[config.mk]
export PLATFORM = sky130hd
export DESIGN_NAME = imm_gen_pipe_flat
export DESIGN_NICKNAME = d
export VERILOG_FILES = /design/src/rtl/imm_gen_pipe_if.sv /design/src/rtl/imm_gen_pipe.sv /design/src/flat_wrapper.sv
export SDC_FILE = /design/constraint.sdc
export NUM_CORES = 1
export LEC_CHECK = 0
export BUFFER_PORTS_ARGS = -buffer_cell sky130_fd_sc_hd__buf_2
export CAP_MARGIN = 20
export CORE_MARGIN = 2
export CORE_UTILIZATION = 50
export DETAILED_ROUTE_END_ITERATION = 8
export GPL_TIMING_DRIVEN = 0
export PLACE_DENSITY = 0.74
export SLEW_MARGIN = 10
export SYNTH_ARGS = -nofsm -noshare
export SYNTH_HDL_FRONTEND = slang
export SYNTH_SLANG_ARGS = --single-unit
export TNS_END_PERCENT = 10
[constraint.sdc]
create_clock -name clk -period 3 [get_ports clk]
set_input_delay 0.6 -clock clk [delete_from_list [all_inputs] [get_ports clk]]
set_output_delay 0.6 -clock clk [all_outputs]
set_load 0.1 [all_outputs]
[src/rtl/imm_gen_pipe_if.sv]
// ----------------------------------------------------------------------------
// imm_gen_pipe_if
//   Handshake bundle between the fetch/decode boundary, the registered
//   immediate generator and the register-read stage.
//
//   Upstream side : in_valid, in_ready, instr, in_pc
//   Downstream side: out_valid, out_ready, out_imm, out_fmt, out_pc
//
//   modport slave  : the immediate generator itself
//   modport master : the surrounding pipeline (producer + consumer)
// ----------------------------------------------------------------------------
interface imm_gen_pipe_if #(
    parameter int XLEN = 32,
    parameter int PC_W = 32
);
    logic            in_valid;
    logic            in_ready;
    logic [31:0]     instr;
    logic [PC_W-1:0] in_pc;

    logic            out_valid;
    logic            out_ready;
    logic [XLEN-1:0] out_imm;
    logic [2:0]      out_fmt;
    logic [PC_W-1:0] out_pc;

    modport slave (
        input  in_valid, instr, in_pc, out_ready,
        output in_ready, out_valid, out_imm, out_fmt, out_pc
    );

    modport master (
        output in_valid, instr, in_pc, out_ready,
        input  in_ready, out_valid, out_imm, out_fmt, out_pc
    );
endinterface

[src/rtl/imm_gen_pipe.sv]
// ----------------------------------------------------------------------------
// imm_gen_pipe
//   Registered, handshaked RISC-V immediate generator. Decodes I/S/B/U/J
//   immediates from the raw instruction word, sign-extends them from
//   instr[31] to XLEN and tags each with a format code. A main register (M)
//   drives the outputs and a skid register (K) absorbs the one extra entry
//   that can arrive while M is stalled, so in_ready comes straight from a
//   flop and never depends on out_ready combinationally.
//
//   Ports
//     clk    : clock, rising edge
//     rst_n  : asynchronous active-low reset, aborts all buffered entries
//     flush  : synchronous kill of M and K; an input offered alongside it
//              is discarded
//     bus    : imm_gen_pipe_if.slave
//                in_valid/in_ready/instr/in_pc   upstream handshake
//                out_valid/out_ready/out_imm/out_fmt/out_pc downstream
//
//   out_fmt codes: 0=I 1=S 2=B 3=U 4=J 5=Z(CSR uimm) 7=NONE
//
//   Build option: define IMM_GEN_ZICSR_EN to decode SYSTEM (1110011)
//   instructions: funct3[2]=1 gives the zero-extended CSR uimm (fmt 5),
//   funct3[2]=0 gives an I-type immediate. Without it SYSTEM decodes as
//   NONE and fmt 5 is never produced.
// ----------------------------------------------------------------------------
module imm_gen_pipe #(
    parameter int XLEN = 32,
    parameter int PC_W = 32
) (
    input  logic           clk,
    input  logic           rst_n,
    input  logic           flush,
    imm_gen_pipe_if.slave  bus
);

    localparam logic [2:0] FMT_I    = 3'd0;
    localparam logic [2:0] FMT_S    = 3'd1;
    localparam logic [2:0] FMT_B    = 3'd2;
    localparam logic [2:0] FMT_U    = 3'd3;
    localparam logic [2:0] FMT_J    = 3'd4;
`ifdef IMM_GEN_ZICSR_EN
    localparam logic [2:0] FMT_Z    = 3'd5;
`endif
    localparam logic [2:0] FMT_NONE = 3'd7;

    function automatic logic [2:0] dec_fmt(input logic [31:0] i);
        case (i[6:0])
            7'b0010011, 7'b0000011, 7'b1100111: dec_fmt = FMT_I;
            7'b0100011:                         dec_fmt = FMT_S;
            7'b1100011:                         dec_fmt = FMT_B;
            7'b0110111, 7'b0010111:             dec_fmt = FMT_U;
            7'b1101111:                         dec_fmt = FMT_J;
`ifdef IMM_GEN_ZICSR_EN
            7'b1110011:                         dec_fmt = i[14] ? FMT_Z : FMT_I;
`endif
            default:                            dec_fmt = FMT_NONE;
        endcase
    endfunction

    // Widen a 32-bit immediate to XLEN by replicating bit 31; this is also
    // what makes U-type sign-extend from bit 31 on RV64.
    function automatic logic signed [XLEN-1:0] sext32(input logic [31:0] v);
        logic signed [31:0] s;
        s      = v;
        sext32 = XLEN'(s);
    endfunction

    function automatic logic signed [XLEN-1:0] dec_imm(input logic [31:0] i,
                                                       input logic [2:0]  fmt);
        dec_imm = '0;
        case (fmt)
            FMT_I: dec_imm = sext32({{20{i[31]}}, i[31:20]});
            FMT_S: dec_imm = sext32({{20{i[31]}}, i[31:25], i[11:7]});
            FMT_B: dec_imm = sext32({{19{i[31]}}, i[31], i[7], i[30:25], i[11:8], 1'b0});
            FMT_U: dec_imm = sext32({i[31:12], 12'b0});
            FMT_J: dec_imm = sext32({{11{i[31]}}, i[31], i[19:12], i[20], i[30:21], 1'b0});
`ifdef IMM_GEN_ZICSR_EN
            FMT_Z: dec_imm[4:0] = i[19:15];
`endif
            default: dec_imm = '0;
        endcase
    endfunction

    // ---- stage p0: combinational decode of the offered instruction ----
    logic signed [XLEN-1:0] imm_p0;
    logic [2:0]             fmt_p0;
    logic                   accept_p0;

    // ---- stage p1: main register M and skid register K ----
    logic signed [XLEN-1:0] imm_p1;
    logic [2:0]             fmt_p1;
    logic [PC_W-1:0]        pc_p1;
    logic                   vld_p1;

    logic signed [XLEN-1:0] skid_imm_p1;
    logic [2:0]             skid_fmt_p1;
    logic [PC_W-1:0]        skid_pc_p1;
    logic                   skid_vld_p1;

    logic                   m_open;

    always_comb begin
        fmt_p0    = dec_fmt(bus.instr);
        imm_p0    = dec_imm(bus.instr, fmt_p0);
        // in_ready is just !K.valid, so the accept never looks at out_ready.
        accept_p0 = bus.in_valid && !skid_vld_p1 && !flush;
        // M can take a new entry when it is empty or being consumed now.
        m_open    = !vld_p1 || bus.out_ready;
    end

    always_ff @(posedge clk or negedge rst_n) begin
        if (!rst_n) begin
            vld_p1      <= 1'b0;
            imm_p1      <= '0;
            fmt_p1      <= FMT_NONE;
            pc_p1       <= '0;
            skid_vld_p1 <= 1'b0;
            skid_imm_p1 <= '0;
            skid_fmt_p1 <= FMT_NONE;
            skid_pc_p1  <= '0;
        end else if (flush) begin
            // Data registers keep their last values; only validity dies.
            vld_p1      <= 1'b0;
            skid_vld_p1 <= 1'b0;
        end else if (m_open) begin
            if (skid_vld_p1) begin
                // K is older than anything upstream; no accept is possible
                // this cycle because in_ready is low while K is full.
                vld_p1      <= 1'b1;
                imm_p1      <= skid_imm_p1;
                fmt_p1      <= skid_fmt_p1;
                pc_p1       <= skid_pc_p1;
                skid_vld_p1 <= 1'b0;
            end else if (accept_p0) begin
                vld_p1 <= 1'b1;
                imm_p1 <= imm_p0;
                fmt_p1 <= fmt_p0;
                pc_p1  <= bus.in_pc;
            end else begin
                vld_p1 <= 1'b0;
            end
        end else if (accept_p0) begin
            // M is stalled: park the new entry in K.
            skid_vld_p1 <= 1'b1;
            skid_imm_p1 <= imm_p0;
            skid_fmt_p1 <= fmt_p0;
            skid_pc_p1  <= bus.in_pc;
        end
    end

    assign bus.in_ready  = !skid_vld_p1;
    assign bus.out_valid = vld_p1;
    assign bus.out_imm   = imm_p1;
    assign bus.out_fmt   = fmt_p1;
    assign bus.out_pc    = pc_p1;

endmodule

[src/flat_wrapper.sv]
// flat-port wrapper written by rule: the top's interface ports become plain ports
module imm_gen_pipe_flat 
#(
    parameter int XLEN = 32,
    parameter int PC_W = 32
)
  (clk, rst_n, flush, bus_in_valid, bus_instr, bus_in_pc, bus_out_ready, bus_in_ready, bus_out_valid, bus_out_imm, bus_out_fmt, bus_out_pc);
  imm_gen_pipe_if #(.XLEN(XLEN), .PC_W(PC_W)) bus_i ();
  input  logic clk;
  input  logic rst_n;
  input  logic flush;
  input wire logic [$bits(bus_i.in_valid)-1:0] bus_in_valid;
  input wire logic [$bits(bus_i.instr)-1:0] bus_instr;
  input wire logic [$bits(bus_i.in_pc)-1:0] bus_in_pc;
  input wire logic [$bits(bus_i.out_ready)-1:0] bus_out_ready;
  output wire logic [$bits(bus_i.in_ready)-1:0] bus_in_ready;
  output wire logic [$bits(bus_i.out_valid)-1:0] bus_out_valid;
  output wire logic [$bits(bus_i.out_imm)-1:0] bus_out_imm;
  output wire logic [$bits(bus_i.out_fmt)-1:0] bus_out_fmt;
  output wire logic [$bits(bus_i.out_pc)-1:0] bus_out_pc;
  assign bus_i.in_valid = bus_in_valid;
  assign bus_i.instr = bus_instr;
  assign bus_i.in_pc = bus_in_pc;
  assign bus_i.out_ready = bus_out_ready;
  assign bus_in_ready = bus_i.in_ready;
  assign bus_out_valid = bus_i.out_valid;
  assign bus_out_imm = bus_i.out_imm;
  assign bus_out_fmt = bus_i.out_fmt;
  assign bus_out_pc = bus_i.out_pc;
  imm_gen_pipe #(.XLEN(XLEN), .PC_W(PC_W)) u_core (.clk(clk), .rst_n(rst_n), .flush(flush), .bus(bus_i));
endmodule
* Word level (Yosys, flattened, before mapping)
Index checks and enable logic that the tools add are counted.
Storage, ports and cells: word-level logic and storage cells 51, bits in read-only memories 0, input port bits 69, memory bits (writable) 0, register bits after elaboration 136, bits in latches 0, memories kept 0, output and inout bits 69
Operators by class: add/sub/neg operators 0, $mul 0, muxes and demuxes 15, bitwise logic cells 2, $lt $le $gt $ge 0, equal/unequal tests 12, shifts and indexed selects 0, reductions and logical operators 14, div/mod/pow operators 0
Operator list (number):
- one-hot mux 32 bit (5 select lines) | 1
- two-way mux 32 bit | 4
- equality test 7 bit (second input constant) | 3
- one-hot mux 3 bit (5 select lines) | 1
- equality test 7 x 5 -> 1 bit (second input constant) | 2
- equality test 7 x 6 -> 1 bit (second input constant) | 2
- equality test 7 x 2 -> 1 bit (second input constant) | 1
- two-way mux 1 bit | 7
- equality test 3 x 2 -> 1 bit (second input constant) | 2
- two-way mux 3 bit | 2
- AND reduction 3 bit | 2
- nonzero test 2 bit | 2
- equality test 3 x 1 -> 1 bit (second input constant) | 1
- equality test 3 bit (second input constant) | 1
- logical NOT 1 bit | 3
- logical NOT 3 bit | 1
- nonzero test 3 bit | 1
- OR reduction 3 bit | 1
- logical AND 1 bit | 2
- NOT 1 bit | 2
- OR reduction 2 bit | 1
- logical OR 1 bit | 1

* Longest topological paths before layout
word-level depth 7, mapped depth 7, depth with buffers taken out 4

* Least setup slack after synthesis
Ideal clock, no wire load.
path type reg2out, start point register u_core.skid_vld_p1, end point output bus_in_ready, buffers on the path 2, required time 2400 ps, slack 751 ps, cell stages (with the launch flop) 4, arrival time 1649 ps, path through dfrtp_1 > buf_2 > inv_1 > clkbuf_1
Between the ends: longest elaborated chain between the ends 1
Ends and longest elaborated chain:
- start: declaration | RTL line imm_gen_pipe.sv:98 | logic skid_vld_p1;
- start signal: assignment | RTL line imm_gen_pipe.sv:117 | skid_vld_p1 <= 1'b0;
- start signal: assignment | RTL line imm_gen_pipe.sv:124 | skid_vld_p1 <= 1'b0;
- start signal: assignment | RTL line imm_gen_pipe.sv:133 | skid_vld_p1 <= 1'b0;
- logical NOT 1 bit | RTL line imm_gen_pipe.sv:151 | assign bus.in_ready = !skid_vld_p1;
- end: declaration | RTL line flat_wrapper.sv:16 | output wire logic [$bits(bus_i.in_ready)-1:0] bus_in_ready;
No other way between the ends.

* Final worst setup path
Ends and elaborated chain as after synthesis.

==> metrics.md <==
| Metric | Value |
|---|---|
| GRT Overall Usage | 25.02% |
| Worst Path Max Fanout | 10 |
| Net Sw Frac | 35.29% |
| Setup violations, final | 0 |
| Clock sinks | 136 |
| Ys flop type | dfrtp_1 |
| Net Count, Synth | 732 |
| Hold Crit Class | in -> async |
| Internal power | 3936 uW |
| Post-CTS setup buffers | 0 |
| Outcome | complete, no violations |
| Layout area overhead | 24.58% |
| Initial antenna violation count | 0 |
| DR vias | 5394 |
| Fmax | 357.0 MHz |
| Grt ovf | 0 |
| Post-DP HPWL | 11680 um |
| Cell taking the most area after synthesis | dfrtp_1 |
| Routed vias/inst | 5.405 |
| Crit end category | output port |
| Post-CTS sizing | 0 |
| Clk pin slew, worst setup/hold paths | 0.05 ns |
| Met3 usage | 5.345% |
| Final period util | 93.36% |
| Peak supply drop | 408.1 uV |
| Root Driver | clkbuf_16 |
| Die ar. | 0.01350 mm2 |
| Detailed Routing Iterations Pass 1 | 7 |
| R2r setup slk | 1.04 ns |
| Reg power frac | 37.8% |
| Top cell type's share of synthesized area | 51.71% |
| Syn Inst Count | 663 |
| Chip width | 116.2 um |
| Post-synth EDFFs | 0 |
| Post-route antenna net violation count | 0 |
| Routed WL per cell | 16.44 um |
| Worst-margin pin slew | 0.7245 ns |
| Largest net degree at the start of global routing | 81 |
| Yosys Warn Count | 0 |
| Mapped Area | 0.006291 mm2 |
| Chip Height | 116.2 um |
| Starting Density | 51.73% |
| Hold_ws | 0.1361 ns |
| CP startpoint kind | register |
| Hold Fails Final Rpt | 0 |
| Antenna Cells | 0 |
| Clk_skew | 0.006419 ns |
| Clock Latency Late Sink | 0.41 ns |
| Core ar. | 0.01216 mm2 |
| #FFs+latches synth | 136 |
| Busiest layer in global routing | met2 |
| Boundary Pins | 138 |
| Layout fillers | 1021 |
| CTS Buf Count | 17 |
| Critical path arrival | 2.20 ns |
| Port buffer count | 135 |
| M1 GR Usage | 33.78% |
| Non-filler cells, final | 998 |
| P_sw | 2146 uW |
| TritonCTS clock tree | yes |
| Period minus WS final | 2.801 ns |
| Synth area leaders | dfrtp_1 52%, nand2_1 12%, mux2i_1 7.0% |
| Num rows | 40 |
| Async SR Flop Fraction | 100.0% |
| Synth Area per Inst | 9.489 um2 |
| Share of cells above drive strength 1 | 25.78% |
| M2 GR Usage | 40.47% |
| Cell count after placement | 967 |
| Fin. max-slew vios | 0 |
| Total detailed-routing wirelength | 16410 um |
| Leak Pwr | 0.003757 uW |
| MaxCap Viol Count | 0 |
| CP Class | reg -> out |
| H-tree lvl count | 4 |
| Post-synth cell types | 50 |
| Placer Congestion | 0.8951 |
| PwrDens | 776.0 mW/mm2 |
| Initial DRC count | 376 |
| Post-CTS Hold Fix Bufs | 0 |
| Part of the power in combinational logic | 25.5% |
| Vias in the first global route | 5216 |
| Register area share after synthesis | 54.22% |
| Clock share of power | 36.7% |
| First-pass GRT wire length | 25790 um |
| Final net count | 887 |
| Remaining DRCs | 0 |
| Slew HR | 51.70% |
| Clk buf depth | 2 |
| Critical Path RT | 2.40 ns |
| RSZ-0062 raised after global routing | false |
==> cell usage in the layout, fill, tap and decap left out, types with 2 or more instances in the layout <==
cell type | Yosys | routed
nand4_1 | 2 | 2
a21oi_1 | 24 | 24
buf_2 | 27 | 161
a22o_1 | 6 | 6
o22a_1 | 6 | 6
dfrtp_1 | 130 | 130
nand3_1 | 6 | 6
a211o_1 | 8 | 8
a21boi_0 | 11 | 11
bufinv_16 | 0 | 5
buf_4 | 2 | 2
clkbuf_16 | 0 | 17
nor2_4 | 2 | 2
nor2b_1 | 3 | 3
clkbuf_1 | 12 | 16
buf_1 | 3 | 3
and3_1 | 2 | 2
inv_1 | 10 | 10
a31oi_1 | 13 | 13
nor3_1 | 6 | 6
dfstp_2 | 6 | 6
nand2_1 | 196 | 196
and2_1 | 2 | 2
o21ai_0 | 29 | 29
mux2i_1 | 44 | 44
and2_0 | 2 | 2
nor2_1 | 28 | 28
clkinv_2 | 0 | 3
o211ai_1 | 6 | 6
a22oi_1 | 4 | 4
buf_6 | 1 | 2
a211oi_2 | 4 | 4
nor3b_1 | 7 | 7
o21ai_1 | 37 | 37
nand2b_1 | 6 | 6
==> final cells by class <==
class | instances | area [um2] | share of cell area [%]
Tap cell | 168 | 210.2 | 2.682
Multi-Input combinational cell | 472 | 2625 | 33.49
Clock inverter | 9 | 172.7 | 2.203
Timing Repair Buffer | 136 | 709.4 | 9.052
Sequential cell | 136 | 3411 | 43.52
Clock buffer | 22 | 454.2 | 5.795
Buffer | 45 | 217.7 | 2.778
Inverter | 10 | 37.54 | 0.4789
==> layer usage <==
layer  routed length (um)  part of all wire [%]  up-vias
met3                  999                   6.1       22
met1                 7279                    44     2581
met2                 7909                    48      217
met4                  216                   1.3        0
li1                     -                     -     2574
met5                    0                     0        -
==> synthesized netlist by cell type, types with 7 or more instances <==
master and instances:
a31oi_1 13, nor2_1 28, o21ai_0 29, a21boi_0 11, mux2i_1 44, buf_2 27
clkbuf_1 12, nor3b_1 7, inv_1 10, dfrtp_1 130, a21oi_1 24, o21ai_1 37
a211o_1 8, nand2_1 196
==> worst paths after layout <==
| kind | end | from | depth (start not counted) |
|---|---|---|---|
| setup / recovery | bus_in_ready | u_core.skid_vld_p1 | 4 |
| hold / removal | u_core.bus.out_pc[28] | rst_n | 1 |
| setup reg to reg | u_core.bus.out_pc[29] | u_core.skid_vld_p1 | 6 |
| hold reg to reg | u_core.skid_fmt_p1[0] | u_core.skid_fmt_p1[0] | 2 |
| max in group asynchronous | u_core.skid_fmt_p1[0] | rst_n | 2 |
| min in group clk | u_core.skid_pc_p1[2] | bus_in_pc[2] | 3 |
==> cells by family after synthesis <==
| family | after synthesis | synth area share, % |
|---|---|---|
| AO/OA/AOI/OAI | 156 | 15.87 |
| buffers and inverters | 55 | 4.057 |
| flip-flops | 136 | 54.22 |
| multiplexers | 44 | 7.001 |
| AND/OR/NAND/NOR | 272 | 18.85 |
==> sequential cells by signal, summed over array words and instances (netlist names) <==
register,cells
u_core.bus.out_imm,32
u_core.skid_imm_p1,32
u_core.bus.out_valid,1
u_core.bus.out_pc,32
u_core.bus.out_fmt,3
u_core.skid_vld_p1,1
u_core.skid_pc_p1,32
u_core.skid_fmt_p1,3
==> power by group through the flow <==
stage / clock network, uW / registers, uW / logic (uW)
global placement: 0 / 2310 / 1520
CTS: 2260 / 2300 / 1560
detailed placement: 0 / 2320 / 1550
global route: 2340 / 2330 / 1650
finish: 2230 / 2300 / 1550
floorplan: 0 / 3140 / 375
==> metrics by stage <==
stage / setup TNS, ns / total power, uW / utilization, % / worst slack [ns] / instance area, um2
4_1_cts: 0 / 6111 / 64.44 / 0.2044 / 7838
3_5_place_dp: 0 / 3878 / 59.29 / 0.6524 / 7211
2_1_floorplan: 0 / 3512 / - / 0.7511 / 6291
6_report: 0 / 6082 / 64.44 / 0.1991 / 7838
5_1_grt: 0 / 6319 / 64.44 / 0.1021 / 7838
3_3_place_gp: -53.75 / 3829 / 59.01 / -0.4232 / 7177
==> critical path, stage by stage (launching register included) <==
cell	delay, ns
dfrtp_1	0.35
buf_2	0.19
inv_1	0.24
clkbuf_1	0.47
buf_2	0.53
(Power assumes the default switching activity.)
